File: config.mk
export PLATFORM = sky130hd
export DESIGN_NAME = ghost_motion_unit
export DESIGN_NICKNAME = d
export VERILOG_FILES = /design/src/rtl/ghost_motion_unit.sv
export SDC_FILE = /design/constraint.sdc
export NUM_CORES = 1
export LEC_CHECK = 0
export CAP_MARGIN = 0
export CORE_AREA = 2 2 321 323
export CTS_CLUSTER_SIZE = 8
export DETAILED_ROUTE_END_ITERATION = 16
export DIE_AREA = 0 0 323 325
export PLACE_DENSITY = 0.43
export SETUP_SLACK_MARGIN = 0.2
export SYNTH_ARGS = -nofsm -noshare
export SYNTH_HDL_FRONTEND = slang
export SYNTH_SLANG_ARGS = --single-unit
File: constraint.sdc
create_clock -name clk -period 4 [get_ports clk]
set_input_delay 0.8 -clock clk [delete_from_list [all_inputs] [get_ports clk]]
set_output_delay 0.8 -clock clk [all_outputs]
set_load 0.03 [all_outputs]
File: src/rtl/ghost_motion_unit.sv
// Paces a ghost's movement: samples the control block's proposal on each step tick,
// validates it against the grid and walls, commits or rejects it, and handles capture of Pac-Man.
module ghost_motion_unit #(
  parameter int         STEP_DIV  = 2500000,
  parameter int         TILE      = 20,
  parameter int         COLS      = 32,
  parameter int         ROWS      = 24,
  parameter int         X_MAX     = 620,
  parameter int         Y_MAX     = 460,
  parameter int         HOME_X    = 320,
  parameter int         HOME_Y    = 240,
  parameter int         HOME_HOLD = 8,
  parameter int         WIDTH     = 640,
  parameter int         HEIGHT    = 480,
  parameter logic [1:0] DIR_UP    = 2'd0
) (
  input  logic                      clk,
  input  logic                      reset,
  input  logic                      freeze,
  input  logic [$clog2(WIDTH)-1:0]  next_x,
  input  logic [$clog2(HEIGHT)-1:0] next_y,
  input  logic [1:0]                next_dir,
  input  logic [ROWS*COLS-1:0]      tilemap_walls,
  input  logic [$clog2(WIDTH)-1:0]  pac_x,
  input  logic [$clog2(HEIGHT)-1:0] pac_y,
  output logic [$clog2(WIDTH)-1:0]  x,
  output logic [$clog2(HEIGHT)-1:0] y,
  output logic [1:0]                dir,
  output logic                      step_pulse,
  output logic                      blocked,
  output logic                      caught,
  output logic                      at_home
);

  localparam int XW = $clog2(WIDTH);
  localparam int YW = $clog2(HEIGHT);
  localparam int TW = $clog2(STEP_DIV);
  localparam int HW = $clog2(HOME_HOLD + 1);
  localparam int IW = $clog2(ROWS * COLS);

  typedef enum logic [1:0] {RUN, CHECK, HOME_WAIT} state_t;

  state_t          state;
  logic [TW-1:0]   tcnt;
  logic [HW-1:0]   home_cnt;
  logic [XW-1:0]   reg_x, reg_col;
  logic [YW-1:0]   reg_y, reg_row;
  logic [1:0]      reg_dir;

  logic            tick, match, reject, wall_hit, in_grid;
  logic [XW-1:0]   x_rem;
  logic [YW-1:0]   y_rem;
  logic [IW-1:0]   wall_idx;

  assign tick  = (tcnt == TW'(STEP_DIV - 1)) && !freeze;
  assign match = (x == pac_x) && (y == pac_y);

  // Tile alignment is checked via the remainder left after the constant divide.
  assign x_rem    = reg_x - XW'(32'(reg_col) * TILE);
  assign y_rem    = reg_y - YW'(32'(reg_row) * TILE);
  assign in_grid  = (32'(reg_row) < ROWS) && (32'(reg_col) < COLS);
  assign wall_idx = IW'(32'(reg_row) * COLS + 32'(reg_col));
  assign wall_hit = in_grid && tilemap_walls[wall_idx];
  assign reject   = (32'(reg_x) > X_MAX) || (32'(reg_y) > Y_MAX) ||
                    (x_rem != '0) || (y_rem != '0) || wall_hit;

  always_ff @(posedge clk) begin
    if (!reset) begin
      state      <= RUN;
      tcnt       <= '0;
      home_cnt   <= '0;
      x          <= XW'(HOME_X);
      y          <= YW'(HOME_Y);
      dir        <= DIR_UP;
      reg_x      <= '0;
      reg_y      <= '0;
      reg_col    <= '0;
      reg_row    <= '0;
      reg_dir    <= '0;
      step_pulse <= 1'b0;
      blocked    <= 1'b0;
      caught     <= 1'b0;
      at_home    <= 1'b0;
    end else begin
      step_pulse <= 1'b0;
      blocked    <= 1'b0;
      caught     <= 1'b0;

      // The timer holds during CHECK so each step spends exactly STEP_DIV RUN cycles.
      if (state != CHECK && !freeze)
        tcnt <= (tcnt == TW'(STEP_DIV - 1)) ? '0 : tcnt + 1'b1;

      case (state)
        RUN: begin
          if (match && !freeze) begin
            state    <= HOME_WAIT;
            caught   <= 1'b1;
            at_home  <= 1'b1;
            x        <= XW'(HOME_X);
            y        <= YW'(HOME_Y);
            dir      <= DIR_UP;
            home_cnt <= '0;
          end else if (tick) begin
            reg_x   <= next_x;
            reg_y   <= next_y;
            reg_dir <= next_dir;
            reg_col <= XW'(32'(next_x) / TILE);
            reg_row <= YW'(32'(next_y) / TILE);
            state   <= CHECK;
          end
        end
        CHECK: begin
          if (reject) begin
            blocked <= 1'b1;
          end else begin
            x          <= reg_x;
            y          <= reg_y;
            dir        <= reg_dir;
            step_pulse <= 1'b1;
          end
          state <= RUN;
        end
        HOME_WAIT: begin
          x <= XW'(HOME_X);
          y <= YW'(HOME_Y);
          if (tick) begin
            if (home_cnt == HW'(HOME_HOLD - 1)) begin
              state    <= RUN;
              at_home  <= 1'b0;
              dir      <= DIR_UP;
              home_cnt <= '0;
            end else begin
              home_cnt <= home_cnt + 1'b1;
            end
          end
        end
        default: state <= RUN;
      endcase
    end
  end

endmodule
==> flow_summary.toml <==
[yosys]
ys_seq_elements = 85
synth_top_area_share_pct = 31.27
syn-num-nets = 2077
synth_area_leaders = "mux4_2 31%, dfxtp_1 14%, mux2i_1 7.7%, ha_1 3.7%, a21oi_1 2.8%"
seq_area_frac_synth_pct = 13.98
synth_ff_type = "dfxtp_1"
ys_async_sr_fraction_pct = 0
ys_types = 81
synth_edf_count = 0
ys_top_cells_by_count = "169 x mux4_2, 94 x mux2i_1, 89 x nand2_1"
post_synth.cell_area_avg_um2 = 9.913
synth_top_area_cell = "mux4_2"
yosysMostFrequentCell = "mux4_2"
syn-cell-area_mm2 = 0.01217
yosys_warnings = 0
syn_inst = 1228

[power_and_ir_drop]
power_w = 0.003089
pwr-share-comb_pct = 46.9
p_leak_nw = 7.829
peakVddDrop_mv = 0.1527
seq_power_share_pct = 27.4
power_density_mw_per_mm2 = 130.1
swShare_pct = 26.27
clock_power_share_pct = 25.7
p_sw_w = 0.0008116
internal_power_w = 0.002278

[layout]
num-fill-cells = 10962
final_util_pct = 23.45
syn_to_final_growth_pct = 95.14
regArea_mm2 = 0.001719
multi_input_area_mm2 = 0.01007
drive_above_1_share_pct = 20.93
fin_cells = 3517
num-nets-final = 2984

[setup_path]
slowest_delay_ns = 0.44
path_cells = "ha_4, ha_4, a21o_1, a21oi_2, xor2_1, ha_1, nor2_2, xor2_2, xnor2_2, mux2_4, or3_1, or4_1, and4b_4, o22ai_4, a32o_1"
critPathBufInv = 0
worst_path_max_delay_cell = "and4b_4"
crit_family = "simple AND/OR/NAND/NOR gates"
path_class = "flip-flop to flip-flop"
cp_common_cell = "ha_4"
required_ns = 4.24
cp.arrival_ns = 4.39
endpoint_kind = "flip-flop"
worst-path-max-fanout = 9
start_kind = "flip-flop"

[clocking]
insertion_delay_ns = 0.34
cts_buffers = 9
clkTransAtPathRegs_ns = 0.07
cts-htree-levels = 3
cts_buffer_depth = 2
clockRootBuffer = "clkbuf_16"
cts_tree = "done"
clock-sinks = 85

[floorplanning]
io_pins = 836
die_w_um = 323
num_rows = 117
dieArea_mm2 = 0.1050
die_height_um = 325
start_util_pct = 12.02
design.core.area_mm2 = 0.1013

[global_routing]
grt_max_degree = 79
gr-total-overflow = 0
grt_pass1_wl_um = 121600
grt_pass1_vias = 16006
antenna_found_initial = 25
grt_usage_pct = 16.23

[timing]
setup_viol = 22
hold_viol_final = 0
max_slew_margin_pct = 49.15
hold_ws_ns = 0.4512
fin_crit_sh_pct = 103.7
finalClockSkew_ns = 0.009632
period_needed_ns = 4.150
tightest_slew_ns = 0.7627
maxSlewViolCount = 0
max_freq_mhz = 241.0
setup_ws_ns = -0.1497
rsz0062_at_grt = "yes"

[route]
viasPerCell = 4.239
routed_wl_um = 89000
drc_errors = 0
wl_per_cell_um = 25.30
ant_nets = 0
vias = 14909
drtIter0Drc = 891
dr.pass1.iters = 6

[min_path]
hold_path.class = "flip-flop to flip-flop"

[status]
status = "complete, but fails checks"
violations = "setup timing"

[placed_design]
placedCellCount = 3480
io_buffers = 835
globalplace.congestion = 0.9715
hpwl_um = 77340

[flow_run]
drv_cap = 0
[worst register-to-register path, stage by stage, from the launching register on]
cell and delay (ns):
dfxtp_4 0.38, ha_4 0.29, ha_4 0.19, a21o_1 0.16, a21oi_2 0.13, xor2_1 0.18
ha_1 0.28, nor2_2 0.14, xor2_2 0.20, xnor2_2 0.17, mux2_4 0.33, or3_1 0.34
or4_1 0.41, and4b_4 0.44, o22ai_4 0.14, a32o_1 0.26
[placed cells by master (no fill, tap or decap), types with 11 or more instances in the layout]
cell,count
inv_1,42
xnor2_1,29
xor2_1,21
clkdlybuf4s50_1,833
and3_1,11
a21o_1,11
a21oi_1,63
nand2_1,88
ha_1,29
dfxtp_1,79
nand3_1,30
nor2_1,70
mux2_2,15
o21ai_0,37
mux2i_1,94
nor4_1,13
a22oi_1,33
mux4_2,169
buf_4,141
nor3_1,16
o22ai_1,12
nand2b_1,16
nor2b_1,15
a211oi_1,12
[cell type report]
class	instances	share of cell area, %
Clock inverter	6	0.1580
Tap cell	1368	7.206
Clock buffer	10	1.006
Timing Repair Buffer	995	41.23
Multi-Input combinational cell	1001	42.39
Sequential cell	85	7.237
Inverter	43	0.6795
Antenna cell	9	0.09481
[path summary, 6_finish.rpt]
path         cells past startpoint               startpoint                 endpoint  slack, ns
max                             15  reg_col[2]$_SDFFE_PN0P_        x[7]$_SDFFE_PN0P_      -0.15
min                              2  reg_dir[1]$_SDFFE_PN0P_  reg_dir[1]$_SDFFE_PN0P_       0.45
max reg2reg                     15  reg_col[2]$_SDFFE_PN0P_        x[7]$_SDFFE_PN0P_      -0.15
min reg2reg                      2  reg_dir[1]$_SDFFE_PN0P_  reg_dir[1]$_SDFFE_PN0P_       0.45
[per-layer routing]
metal  vias to the layer above  wire length, um  GRT usage [%]
met4                        14              988          2.123
met2                       664            43320          28.25
met5                         -               88              0
met1                      7441            38470          20.83
met3                        62             6125          3.561
li1                       6728                -              -
[flip-flops by register name, indices dropped and copies added, names as in the netlist]
signal and cells:
reg_x 10, dir 2, tcnt 22, reg_col 6, reg_row 5, at_home 1
home_cnt 4, x 10, reg_dir 2, reg_y 9, step_pulse 1, caught 1
state 2, blocked 1, y 9
[repair_timing]
action / in CTS / in global routing
pin swaps: 22 / 24
setup buffers: 3 / 3
setup endpoints to repair: 24 / 24
hold buffers: 0 / 0
gates cloned: 6 / 0
gates resized for setup: 51 / 20
[cells by family (layout without fill, tap and decap cells)]
logic type / after synthesis / count (layout) / share of synthesized area (%)
AOI/OAI and AO/OA: 276 / 278 / 15.60
xor gates and xnor gates: 53 / 53 / 3.813
adders and majority gates: 44 / 44 / 4.523
buffers and inverters: 145 / 1054 / 6.743
DFF: 85 / 85 / 13.98
muxes: 283 / 283 / 41.34
other: 0 / 9 / 0
and+or+nand+nor: 342 / 343 / 14.00
[power by group through the flow]
| stage | logic [W] | registers [W] | clock network, W |
|---|---|---|---|
| 2_1_floorplan | 0.000356 | 0.000867 | 0 |
| 6_report | 0.00145 | 0.000846 | 0.000795 |
| 3_5_place_dp | 0.00141 | 0.000865 | 0 |
| 3_3_place_gp | 0.00139 | 0.000865 | 0 |
| 5_1_grt | 0.00153 | 0.000846 | 0.000853 |
| 4_1_cts | 0.00143 | 0.000846 | 0.000821 |
[metrics by stage]
stage / instance area [um^2] / setup slack [ns] / setup TNS (ns)
floorplan: 12310 / 0.1570 / 0
global placement: 22990 / -1.082 / -23.35
detailed placement: 22990 / -1.022 / -21.73
CTS: 23640 / -0.1381 / -2.253
global route: 23740 / -0.3039 / -6.051
finish: 23750 / -0.1497 / -2.637
Note: power is estimated with default switching activity, not from simulation.
